File: config.mk
export PLATFORM = sky130hd
export DESIGN_NAME = dlsc_pcie_s6_txbuf
export DESIGN_NICKNAME = d
export VERILOG_FILES = /design/src/rtl/dlsc_pcie_s6_txbuf_pkg.sv /design/src/rtl/dlsc_pcie_s6_txbuf_ram.sv /design/src/rtl/dlsc_pcie_s6_txbuf.sv
export SDC_FILE = /design/constraint.sdc
export NUM_CORES = 1
export LEC_CHECK = 0
export CAP_MARGIN = 15
export CORE_ASPECT_RATIO = 0.6
export CORE_MARGIN = 5
export CORE_UTILIZATION = 25
export CTS_BUF_LIST = sky130_fd_sc_hd__clkbuf_4 sky130_fd_sc_hd__clkbuf_8
export DETAILED_ROUTE_END_ITERATION = 8
export PLACE_DENSITY = 0.41
export SLEW_MARGIN = 20
export SYNTH_ARGS = -nofsm -noshare
export SYNTH_HDL_FRONTEND = slang
export SYNTH_SLANG_ARGS = --single-unit
File: constraint.sdc
create_clock -name clk -period 11.7 [get_ports clk]
set_input_delay 1.17 -clock clk [delete_from_list [all_inputs] [get_ports clk]]
set_output_delay 1.17 -clock clk [all_outputs]
set_load 0.01 [all_outputs]
File: src/rtl/dlsc_pcie_s6_txbuf_pkg.sv
// Shared constants and elaboration helpers for the Spartan-6 PCIe TLP transmit buffer.
package dlsc_pcie_s6_txbuf_pkg;

    localparam int TXBUF_MODE_CUT = 0;
    localparam int TXBUF_MODE_SAF = 1;

    localparam int TXBUF_ADDR_MIN = 2;
    localparam int TXBUF_ADDR_MAX = 10;

    function automatic bit txbuf_addr_ok(input int addr);
        return (addr >= TXBUF_ADDR_MIN) && (addr <= TXBUF_ADDR_MAX);
    endfunction

    function automatic bit txbuf_mode_ok(input int mode);
        return (mode == TXBUF_MODE_CUT) || (mode == TXBUF_MODE_SAF);
    endfunction

    // Start threshold must be reachable, otherwise a cut-through TLP longer than the buffer never starts.
    function automatic bit txbuf_thresh_ok(input int addr, input int thresh);
        return (thresh >= 1) && (thresh <= (1 << addr));
    endfunction

endpackage

File: src/rtl/dlsc_pcie_s6_txbuf_ram.sv
// Simple dual-port storage: synchronous write, asynchronous read (maps to distributed RAM).
module dlsc_pcie_s6_txbuf_ram #(
    parameter int DATA = 33,
    parameter int ADDR = 4
) (
    input  logic            clk,
    input  logic            wr_en,
    input  logic [ADDR-1:0] wr_addr,
    input  logic [DATA-1:0] wr_data,
    input  logic [ADDR-1:0] rd_addr,
    output logic [DATA-1:0] rd_data
);

    logic [DATA-1:0] mem [0:(1<<ADDR)-1];

    always_ff @(posedge clk) begin
        if (wr_en) begin
            mem[wr_addr] <= wr_data;
        end
    end

    assign rd_data = mem[rd_addr];

endmodule

File: src/rtl/dlsc_pcie_s6_txbuf.sv
// Packet-aware TLP transmit buffer: cut-through with start threshold, or store-and-forward
// with a full-buffer escape for TLPs longer than the buffer.
module dlsc_pcie_s6_txbuf
    import dlsc_pcie_s6_txbuf_pkg::*;
#(
    parameter int DATA   = 32,
    parameter int ADDR   = 4,
    parameter int MODE   = TXBUF_MODE_CUT,
    parameter int THRESH = 3
) (
    input  logic            clk,
    input  logic            rst_n,

    output logic            wr_ready,
    input  logic            wr_valid,
    input  logic            wr_last,
    input  logic [DATA-1:0] wr_data,
    output logic [ADDR:0]   wr_free,

    input  logic            rd_ready,
    output logic            rd_valid,
    output logic            rd_last,
    output logic [DATA-1:0] rd_data,
    output logic [ADDR:0]   rd_count,
    output logic [ADDR:0]   rd_pkts
);

    localparam int            D       = 1 << ADDR;
    localparam logic [ADDR:0] DEPTH   = (ADDR+1)'(D);
    localparam logic [ADDR:0] THR     = (ADDR+1)'(THRESH);
    localparam logic [ADDR:0] CNT_ONE = (ADDR+1)'(1);
    localparam logic [ADDR-1:0] PTR_ONE = ADDR'(1);

    if (!txbuf_addr_ok(ADDR)) begin : g_bad_addr
        $error("dlsc_pcie_s6_txbuf: ADDR must lie in 2..10");
    end
    if (!txbuf_mode_ok(MODE)) begin : g_bad_mode
        $error("dlsc_pcie_s6_txbuf: MODE must be cut-through or store-and-forward");
    end
    if (!txbuf_thresh_ok(ADDR, THRESH)) begin : g_bad_thresh
        $error("dlsc_pcie_s6_txbuf: THRESH must lie in 1..2**ADDR");
    end

    logic [ADDR-1:0] wr_ptr;
    logic [ADDR-1:0] rd_ptr;
    logic [ADDR:0]   count;
    logic [ADDR:0]   pkts;
    logic            rd_first;
    logic            wr_open;

    logic            push;
    logic            pop;
    logic            push_last;
    logic            pop_last;
    logic            start_ok;
    logic [DATA:0]   ram_rd;

    dlsc_pcie_s6_txbuf_ram #(
        .DATA (DATA+1),
        .ADDR (ADDR)
    ) u_ram (
        .clk     (clk),
        .wr_en   (push),
        .wr_addr (wr_ptr),
        .wr_data ({wr_last, wr_data}),
        .rd_addr (rd_ptr),
        .rd_data (ram_rd)
    );

    // wr_open keeps the write side closed during reset and until the first edge after release.
    assign wr_ready  = wr_open && (count != DEPTH);
    assign push      = wr_valid && wr_ready;
    assign push_last = push && wr_last;

    assign rd_last   = ram_rd[DATA];
    assign rd_data   = ram_rd[DATA-1:0];

    // Start conditions only grow while nothing is popped, so rd_valid holds once raised.
    always_comb begin
        start_ok = 1'b0;
        if (MODE == TXBUF_MODE_SAF) begin
            start_ok = (pkts != '0) || (count == DEPTH);
        end else begin
            start_ok = (count >= THR) || (pkts != '0);
        end
        rd_valid = rd_first ? start_ok : (count != '0);
    end

    assign pop      = rd_valid && rd_ready;
    assign pop_last = pop && rd_last;

    assign wr_free  = DEPTH - count;
    assign rd_count = count;
    assign rd_pkts  = pkts;

    always_ff @(posedge clk or negedge rst_n) begin
        if (!rst_n) begin
            wr_open  <= 1'b0;
            wr_ptr   <= '0;
            rd_ptr   <= '0;
            count    <= '0;
            pkts     <= '0;
            rd_first <= 1'b1;
        end else begin
            wr_open <= 1'b1;

            if (push) begin
                wr_ptr <= wr_ptr + PTR_ONE;
            end

            if (pop) begin
                rd_ptr   <= rd_ptr + PTR_ONE;
                rd_first <= rd_last;
            end

            case ({push, pop})
                2'b10:   count <= count + CNT_ONE;
                2'b01:   count <= count - CNT_ONE;
                default: count <= count;
            endcase

            case ({push_last, pop_last})
                2'b10:   pkts <= pkts + CNT_ONE;
                2'b01:   pkts <= pkts - CNT_ONE;
                default: pkts <= pkts;
            endcase
        end
    end

endmodule

==> impl_metrics.ini, run 1 <==
[status]
status = finished, final reports clean

[worst_setup_path]
reg2reg_from = rd_ptr[2]$_DFFE_PN0P_
worstSetupPathType = reg -> out
rrSetupSlack_ps = 7440
cp-end-kind = output pin
crit_required_ps = 10530
crit_fanout = 97
crit_path_start = rd_ptr[0]$_DFFE_PN0P_
crit_path_end = rd_data[23]
worstRegToRegCells = 12
cp-start-kind = flop
rr_endpoint = rd_pkts[4]$_DFFE_PN0P_
cp.arrival_ps = 4130

[synthesis]
syn_nets = 930
syn-mean-instance-area_um2 = 24.2
synth_top_area_cell = edfxtp_1
synthCells = 874
yosys_warnings = 0
synth.top_cells.by_area = edfxtp_1, mux4_2, dfrtp_1, ha_1, xnor2_1
ys_types = 38
ys_ff_latch = 548
yosysSeqAreaShare = 0.774
netlist_area_um2 = 21100
synth_top_area_share = 0.751

[cts]
cts_tree = built
cts.htree.levels = 3
cts.clk_slew.worst_paths_ps = 60
cts_root_buffer = clkbuf_8
cts_buffers = 82
cts_hold_buf = 0
clk_path_buf_depth = 3
cts.sinks = 548
cts_setup_buffers = 0
clkLatencyLatePin_ps = 690
postCtsResizedCells = 0

[routing]
drc = 0
wl_per_cell_um = 23.9
drt_pass1_iterations = 5
via_per_inst = 4.30
drt-total-wl_um = 53200
vias = 9563
ant_nets = 0
drtIter0Drc = 664

[cells_and_area]
multi_input_area_um2 = 4590
nFillCells = 8122
final_common_cell = edfxtp_1
syn2layout_area_growth_pct = 18.6
final_cell_mix = edfxtp_1, mux4_2, clkbuf_8
regArea_um2 = 16400
drive_gt1_frac = 0.313
fin_nets = 1081
stdcell_area_um2 = 25100

[timing]
fmax_mhz = 189
rsz0062_at_grt = no
clock_skew_ps = 15.9
finalCriticalPeriod_ps = 5300
tns_ps = 0
worst_slew_pin_slew_ps = 1030
setup_viol = 0
fin_ws_ps = 6400
drv_slew = 0
period_share = 0.453
hold_violations = 0
relSlewSlack = 0.314

[floorplanning]
die_x_um = 385
initial_core_util = 0.253
die_h_um = 235
num_io_pins = 87
placementRows = 82
core-area_um2 = 83600
dieArea_um2 = 90600

[power]
p_leak_nw = 7.74
p_switching_mw = 1.71
p_int_mw = 4.03
combPwrFrac = 0.312
peakVddDrop_v = 0.000145
p_per_area_nw_per_um2 = 229
switching_share = 0.298
p_clk_frac = 0.267
power_frac_seq = 0.421
power_mw = 5.75

[global_routing]
grt_overflow = 0
antenna_found_initial = 2
grt_pass1_wl_um = 76100
grt_max_degree = 98
grt_usage = 0.117
grt_pass1_vias = 10084

[worst_hold_path]
hold_class = reg -> reg

[place]
dpl-instance-area_um2 = 23500
place_ws_ps = 6960
gp_congestion = 0.663
dp_hpwl_um = 27500
numPortBuffers = 86

[flow_run]
cap_violations = 0
synthesized netlist by cell type (all sizes together):
library cell,instances
mux2i,1
ha,17
nor4b,1
xor2,6
clkbuf,19
mux4,164
a21o,3
nand3,1
inv,11
edfxtp,528
buf,25
and3,1
nand2,14
a21oi,6
o21ai,7
nor2b,3
nor4,1
dfstp,1
or3b,1
nor2,13
nor3b,1
nand4,2
o21bai,1
nand2b,2
and2,1
nor3,5
fa,2
conb,1
and3b,1
a211oi,3
dfrtp,19
mux2,2
xnor2,11
metal layers:
| metal | share of wire | global-route usage | routed length, um | vias up |
|---|---|---|---|---|
| met5 | 0 | 0 | 0 | - |
| met4 | 0.019 | 0.0320 | 1000 | 0 |
| met3 | 0.042 | 0.0290 | 2220 | 79 |
| met2 | 0.46 | 0.175 | 24300 | 217 |
| met1 | 0.48 | 0.170 | 25600 | 5235 |
| li1 | - | - | - | 4032 |
registers in the layout, summed over array words and instances (netlist names):
signal	cells
u_ram.mem	528
rd_count	5
rd_pkts	5
rd_ptr	4
wr_ptr	4
rd_first	1
wr_open	1
logic make-up (layout without fill, tap and decap cells):
kind of cell,after synthesis,in the layout,synth area share
adders and majority gates,19,19,0.0120
and+or+nand+nor,47,47,0.0108
buffers and inverters,55,267,0.0135
other,1,4,0.000178
muxes,167,167,0.176
DFF,548,548,0.774
xor gates and xnor gates,17,17,0.00705
AOI/OAI and AO/OA,20,20,0.00580
critical path, stage by stage (launching register included):
cell and delay (ps):
dfrtp_4 930, buf_12 680, mux4_2 640, mux4_2 510
clkdlybuf4s50_1 510
metrics by stage:
step / hold slack (ps) / utilization / std cells
finish: 499 / 0.300 / 2223
floorplan: 509 / - / 874
detailed placement: 485 / 0.281 / 2075
CTS: 498 / 0.300 / 2220
global route: 516 / 0.300 / 2223
global placement: 486 / 0.281 / 2075
worst min-delay path by stage:
stage                           startpoint                endpoint  depth (start not counted)
floorplan             rd_first$_DFFE_PN1P_    rd_first$_DFFE_PN1P_                          2
global placement    rd_pkts[4]$_DFFE_PN0P_  rd_pkts[4]$_DFFE_PN0P_                          1
detailed placement  rd_pkts[4]$_DFFE_PN0P_  rd_pkts[4]$_DFFE_PN0P_                          1
CTS                 rd_pkts[4]$_DFFE_PN0P_  rd_pkts[4]$_DFFE_PN0P_                          1
global route        rd_pkts[4]$_DFFE_PN0P_  rd_pkts[4]$_DFFE_PN0P_                          1
finish              rd_pkts[4]$_DFFE_PN0P_  rd_pkts[4]$_DFFE_PN0P_                          1
final cells by class:
type                       instances  share of cell area
sequential                       548               0.653
multi-input combinational        271               0.183
tap                             1134              0.0566
clock buffer                     114              0.0559
timing repair buffer             111              0.0424
clock inverter                    31             0.00644
inverter                          11             0.00165
antenna                            3            0.000300
power by group through the flow:
stage	registers (mW)	logic [mW]	clock network [mW]
3_3_place_gp	2.46	1.86	0
5_1_grt	2.44	1.94	1.70
3_5_place_dp	2.47	1.86	0
4_1_cts	2.43	1.87	1.60
6_report	2.42	1.80	1.54
2_1_floorplan	2.37	1.20	0
No activity file was read; power rests on OpenSTA's default activity.
==> inputs of run 2 (changes only) <==
--- a/config.mk
+++ b/config.mk
@@ -11,7 +11,7 @@
 export CORE_UTILIZATION = 25
 export CTS_BUF_LIST = sky130_fd_sc_hd__clkbuf_4 sky130_fd_sc_hd__clkbuf_8
 export DETAILED_ROUTE_END_ITERATION = 8
-export PLACE_DENSITY = 0.41
+export PLACE_DENSITY = 0.42
 export SLEW_MARGIN = 20
 export SYNTH_ARGS = -nofsm -noshare
 export SYNTH_HDL_FRONTEND = slang
==> constraint.sdc (replaced) <==
create_clock -name clk -period 4.7 [get_ports clk]
set_input_delay 0.47 -clock clk [delete_from_list [all_inputs] [get_ports clk]]
set_output_delay 0.47 -clock clk [all_outputs]
set_load 0.01 [all_outputs]
==> impl_metrics.ini, run 2 (synthesized netlist as in run 1, its figures left out) <==
[worst_setup_path]
cp.arrival_ps = 3750
cp-start-kind = flop
crit_fanout = 39
crit_required_ps = 4230
cp-end-kind = output pin
worstSetupPathType = reg -> out

[routing]
via_per_inst = 4.28
drtIter0Drc = 519
drt_pass1_iterations = 4
drc = 0
ant_nets = 0
wl_per_cell_um = 23.4
vias = 9573
drt-total-wl_um = 52300

[place]
dpl-instance-area_um2 = 23700
numPortBuffers = 86
gp_congestion = 0.685
dp_hpwl_um = 27900

[worst_hold_path]
hold_class = in -> async

[global_routing]
gr-usage-met2 = 0.171
busiest_layer = met1
grt_overflow = 0
grt_usage = 0.117
grt_max_degree = 56
grt_pass1_vias = 10244
grt_pass1_wl_um = 75900
gr-usage-met3 = 0.0270
antenna_found_initial = 1
use_met1 = 0.174

[cells_and_area]
postLayoutCoreUtil = 0.304
drive_gt1_frac = 0.321
regArea_um2 = 16400
fin_nets = 1093
nFillCells = 8005
largest_register = u_ram.mem
stdcell_area_um2 = 25400
final_common_cell = edfxtp_1
syn2layout_area_growth_pct = 20.3
num_antenna_cells = 0
largest_reg_flops = 528
multi_input_area_um2 = 4600
final_cell_mix = edfxtp_1, mux4_2, clkbuf_8

[timing]
period_share = 0.899
worst_slew_pin_slew_ps = 1040
tns_ps = 0
hold_violations = 0
relSlewSlack = 0.309
finalCriticalPeriod_ps = 4220
clock_skew_ps = 40.9
rsz0062_at_grt = no
fmax_mhz = 237
hold_slack_ps = 298
setup_viol = 0
drv_slew = 0

[floorplanning]
initial_core_util = 0.253
dieArea_um2 = 90600
die_x_um = 385
num_io_pins = 87
placementRows = 82
core-area_um2 = 83600
die_h_um = 235

[power]
p_clk_frac = 0.274
p_leak_nw = 7.87
power_mw = 14.6
switching_share = 0.299
p_per_area_nw_per_um2 = 575
combPwrFrac = 0.307
power_frac_seq = 0.420
p_int_mw = 10.2
peakVddDrop_v = 0.000281
p_switching_mw = 4.37

[status]
status = finished, final reports clean

[cts]
cts_setup_buffers = 0
postCtsResizedCells = 0
cts.clk_slew.worst_paths_ps = 60
clk_path_buf_depth = 3
cts_buffers = 86
cts.sinks = 548
clkLatencyLatePin_ps = 710
cts_hold_buf = 0
cts_root_buffer = clkbuf_8
cts.htree.levels = 3
cts_tree = built

[flow_run]
cap_violations = 0
## run 2: critical path, cell delays in order (launching register included)
cell and delay [ps]:
dfrtp_4 980, buf_4 410, mux4_2 540, mux4_2 560, clkdlybuf4s50_1 520
## run 2: per-layer routing
layer / wire length [um] / share of wire
met4: 929 / 0.018
met3: 2030 / 0.039
met5: 0 / 0
met1: 26100 / 0.50
met2: 23300 / 0.44
## run 2: final cells by class
type / instances / share of cell area
clock inverters: 35 / 0.00911
inverters: 11 / 0.00163
clock buffers: 118 / 0.0568
repair buffers: 119 / 0.0509
multi-input cells: 271 / 0.181
flip-flops and latches: 548 / 0.644
well taps: 1134 / 0.0559
## run 2: path summary, 6_finish.rpt
| kind | from | end | slack (ps) | cells after the start |
|---|---|---|---|---|
| worst max register to register | rd_ptr[2]$_DFFE_PN0P_ | rd_pkts[4]$_DFFE_PN0P_ | 1060 | 12 |
| worst min-delay path | rst_n | rd_count[1]$_DFFE_PN0P_ | 300 | 2 |
| worst max-delay path | rd_ptr[0]$_DFFE_PN0P_ | rd_data[21] | 480 | 4 |
| max in group asynchronous | rst_n | rd_ptr[0]$_DFFE_PN0P_ | 4030 | 2 |
| min in group clk | rd_pkts[4]$_DFFE_PN0P_ | rd_pkts[4]$_DFFE_PN0P_ | 520 | 1 |
| worst min register to register | rd_pkts[4]$_DFFE_PN0P_ | rd_pkts[4]$_DFFE_PN0P_ | 520 | 1 |
## run 2: through the flow
stage	std cells	setup slack, ps
4_1_cts	2235	284
5_1_grt	2236	221
6_report	2236	476
2_1_floorplan	874	0.128
3_3_place_gp	2082	909
3_5_place_dp	2082	1020
## run 2: power by group through the flow
stage | registers, mW | logic (mW) | clock network (mW)
floorplan | 5.91 | 2.98 | 0
CTS | 6.16 | 4.64 | 4.17
finish | 6.14 | 4.48 | 4.00
global route | 6.20 | 4.84 | 4.41
detailed placement | 6.26 | 4.63 | 0
global placement | 6.25 | 4.65 | 0
==> inputs of run 3 (changes only) <==
--- a/config.mk
+++ b/config.mk
@@ -16,3 +16,4 @@
 export SYNTH_ARGS = -nofsm -noshare
 export SYNTH_HDL_FRONTEND = slang
 export SYNTH_SLANG_ARGS = --single-unit
+export TNS_END_PERCENT = 10
==> impl_metrics.ini, run 3 (synthesized netlist as in run 1, its figures left out) <==
[power]
power_frac_seq = 0.415
switching_share = 0.300
combPwrFrac = 0.314
p_int_mw = 10.2
p_per_area_nw_per_um2 = 576
p_clk_frac = 0.271
power_mw = 14.6
p_switching_mw = 4.39
p_leak_nw = 7.87
peakVddDrop_v = 0.000187

[routing]
wl_per_cell_um = 23.4
drt_pass1_iterations = 4
via_per_inst = 4.26
vias = 9565
drc = 0
drtIter0Drc = 581
ant_nets = 0
drt-total-wl_um = 52400

[worst_setup_path]
rrSetupSlack_ps = 960
rr_endpoint = rd_count[4]$_DFFE_PN0P_
crit_fanout = 29
cp-start-kind = flop
cp.arrival_ps = 3590
cp-end-kind = output pin
reg2reg_from = rd_count[0]$_DFFE_PN0P_
worstRegToRegCells = 13
crit_required_ps = 4230
worstSetupPathType = reg -> out

[cells_and_area]
final_cell_mix = edfxtp_1, mux4_2, clkbuf_8
largest_reg_flops = 528
fin_nets = 1098
drive_gt1_frac = 0.320
syn2layout_area_growth_pct = 20.0
largest_register = u_ram.mem
final_common_cell = edfxtp_1

[global_routing]
grt_overflow = 0
grt_pass1_wl_um = 75800
antenna_found_initial = 5
grt_usage = 0.117
grt_pass1_vias = 10210
grt_max_degree = 34

[place]
numPortBuffers = 86
gp_congestion = 0.664
place_ws_ps = 870
dp_hpwl_um = 29700

[cts]
cts_tree = built
cts.htree.levels = 3
cts.sinks = 548
cts_buffers = 85
cts.clk_slew.worst_paths_ps = 60
postCtsResizedCells = 0
cts_root_buffer = clkbuf_8
cts_setup_buffers = 0
clk_path_buf_depth = 3
clkLatencyLatePin_ps = 680
cts_hold_buf = 0

[status]
status = finished, final reports clean

[worst_hold_path]
hold_class = in -> async

[floorplanning]
initial_core_util = 0.253
placementRows = 82
core-area_um2 = 83600
die_x_um = 385
dieArea_um2 = 90600
die_h_um = 235
num_io_pins = 87

[timing]
finalCriticalPeriod_ps = 4060
hold_violations = 0
worst_slew_pin_slew_ps = 729
fmax_mhz = 246
hold_slack_ps = 287
relSlewSlack = 0.513
clock_skew_ps = 20.6
drv_slew = 0
tns_ps = 0
rsz0062_at_grt = no
period_share = 0.863
setup_viol = 0
fin_ws_ps = 642

[flow_run]
cap_violations = 0
## run 3: final cells by class
type                       count  area [um2]
fill                        8077       58300
sequential                   548       16400
multi-input combinational    271        4600
tap                         1134        1420
clock buffer                 112        1380
timing repair buffer         125        1260
clock inverter                40         267
inverter                      11        41.3
antenna                        2        5.00
## run 3: through the flow
stage | std cells | area [um2] | util
floorplan | 874 | 21100 | -
global placement | 2088 | 23700 | 0.283
detailed placement | 2088 | 23700 | 0.283
CTS | 2240 | 25300 | 0.303
global route | 2242 | 25300 | 0.303
finish | 2243 | 25300 | 0.303
## run 3: critical path, stage by stage, from the launching register on
cell             delay, ps
dfrtp_4                850
buf_12                 340
mux4_2                 560
mux4_2                 580
clkdlybuf4s50_1        530
## run 3: how the worst max path moves through the flow
stage / from / endpoint / slack [ps]
after floorplan: rd_count[0]$_DFFE_PN0P_ / u_ram.mem[0][0]$_DFFE_PP_ / -2
after global placement: rd_count[0]$_DFFE_PN0P_ / rd_pkts[4]$_DFFE_PN0P_ / 860
after detailed placement: rd_count[0]$_DFFE_PN0P_ / rd_count[4]$_DFFE_PN0P_ / 870
after CTS: rd_ptr[0]$_DFFE_PN0P_ / rd_data[19] / 470
after global routing: rd_ptr[0]$_DFFE_PN0P_ / rd_data[19] / 410
final: rd_ptr[0]$_DFFE_PN0P_ / rd_data[21] / 640
## run 3: routing by layer
metal | global-route usage | share of wire | vias up
met5 | 0 | 0.00055 | -
met4 | 0.0324 | 0.018 | 6
met3 | 0.0306 | 0.050 | 77
met2 | 0.167 | 0.44 | 203
met1 | 0.174 | 0.49 | 5220
li1 | - | - | 4059
## run 3: power by group through the flow
stage | clock network [mW] | logic, mW | registers, mW
6_report | 3.96 | 4.59 | 6.06
5_1_grt | 4.36 | 4.96 | 6.12
4_1_cts | 4.14 | 4.76 | 6.08
3_5_place_dp | 0 | 4.74 | 6.18
3_3_place_gp | 0 | 4.76 | 6.17
2_1_floorplan | 0 | 2.98 | 5.91
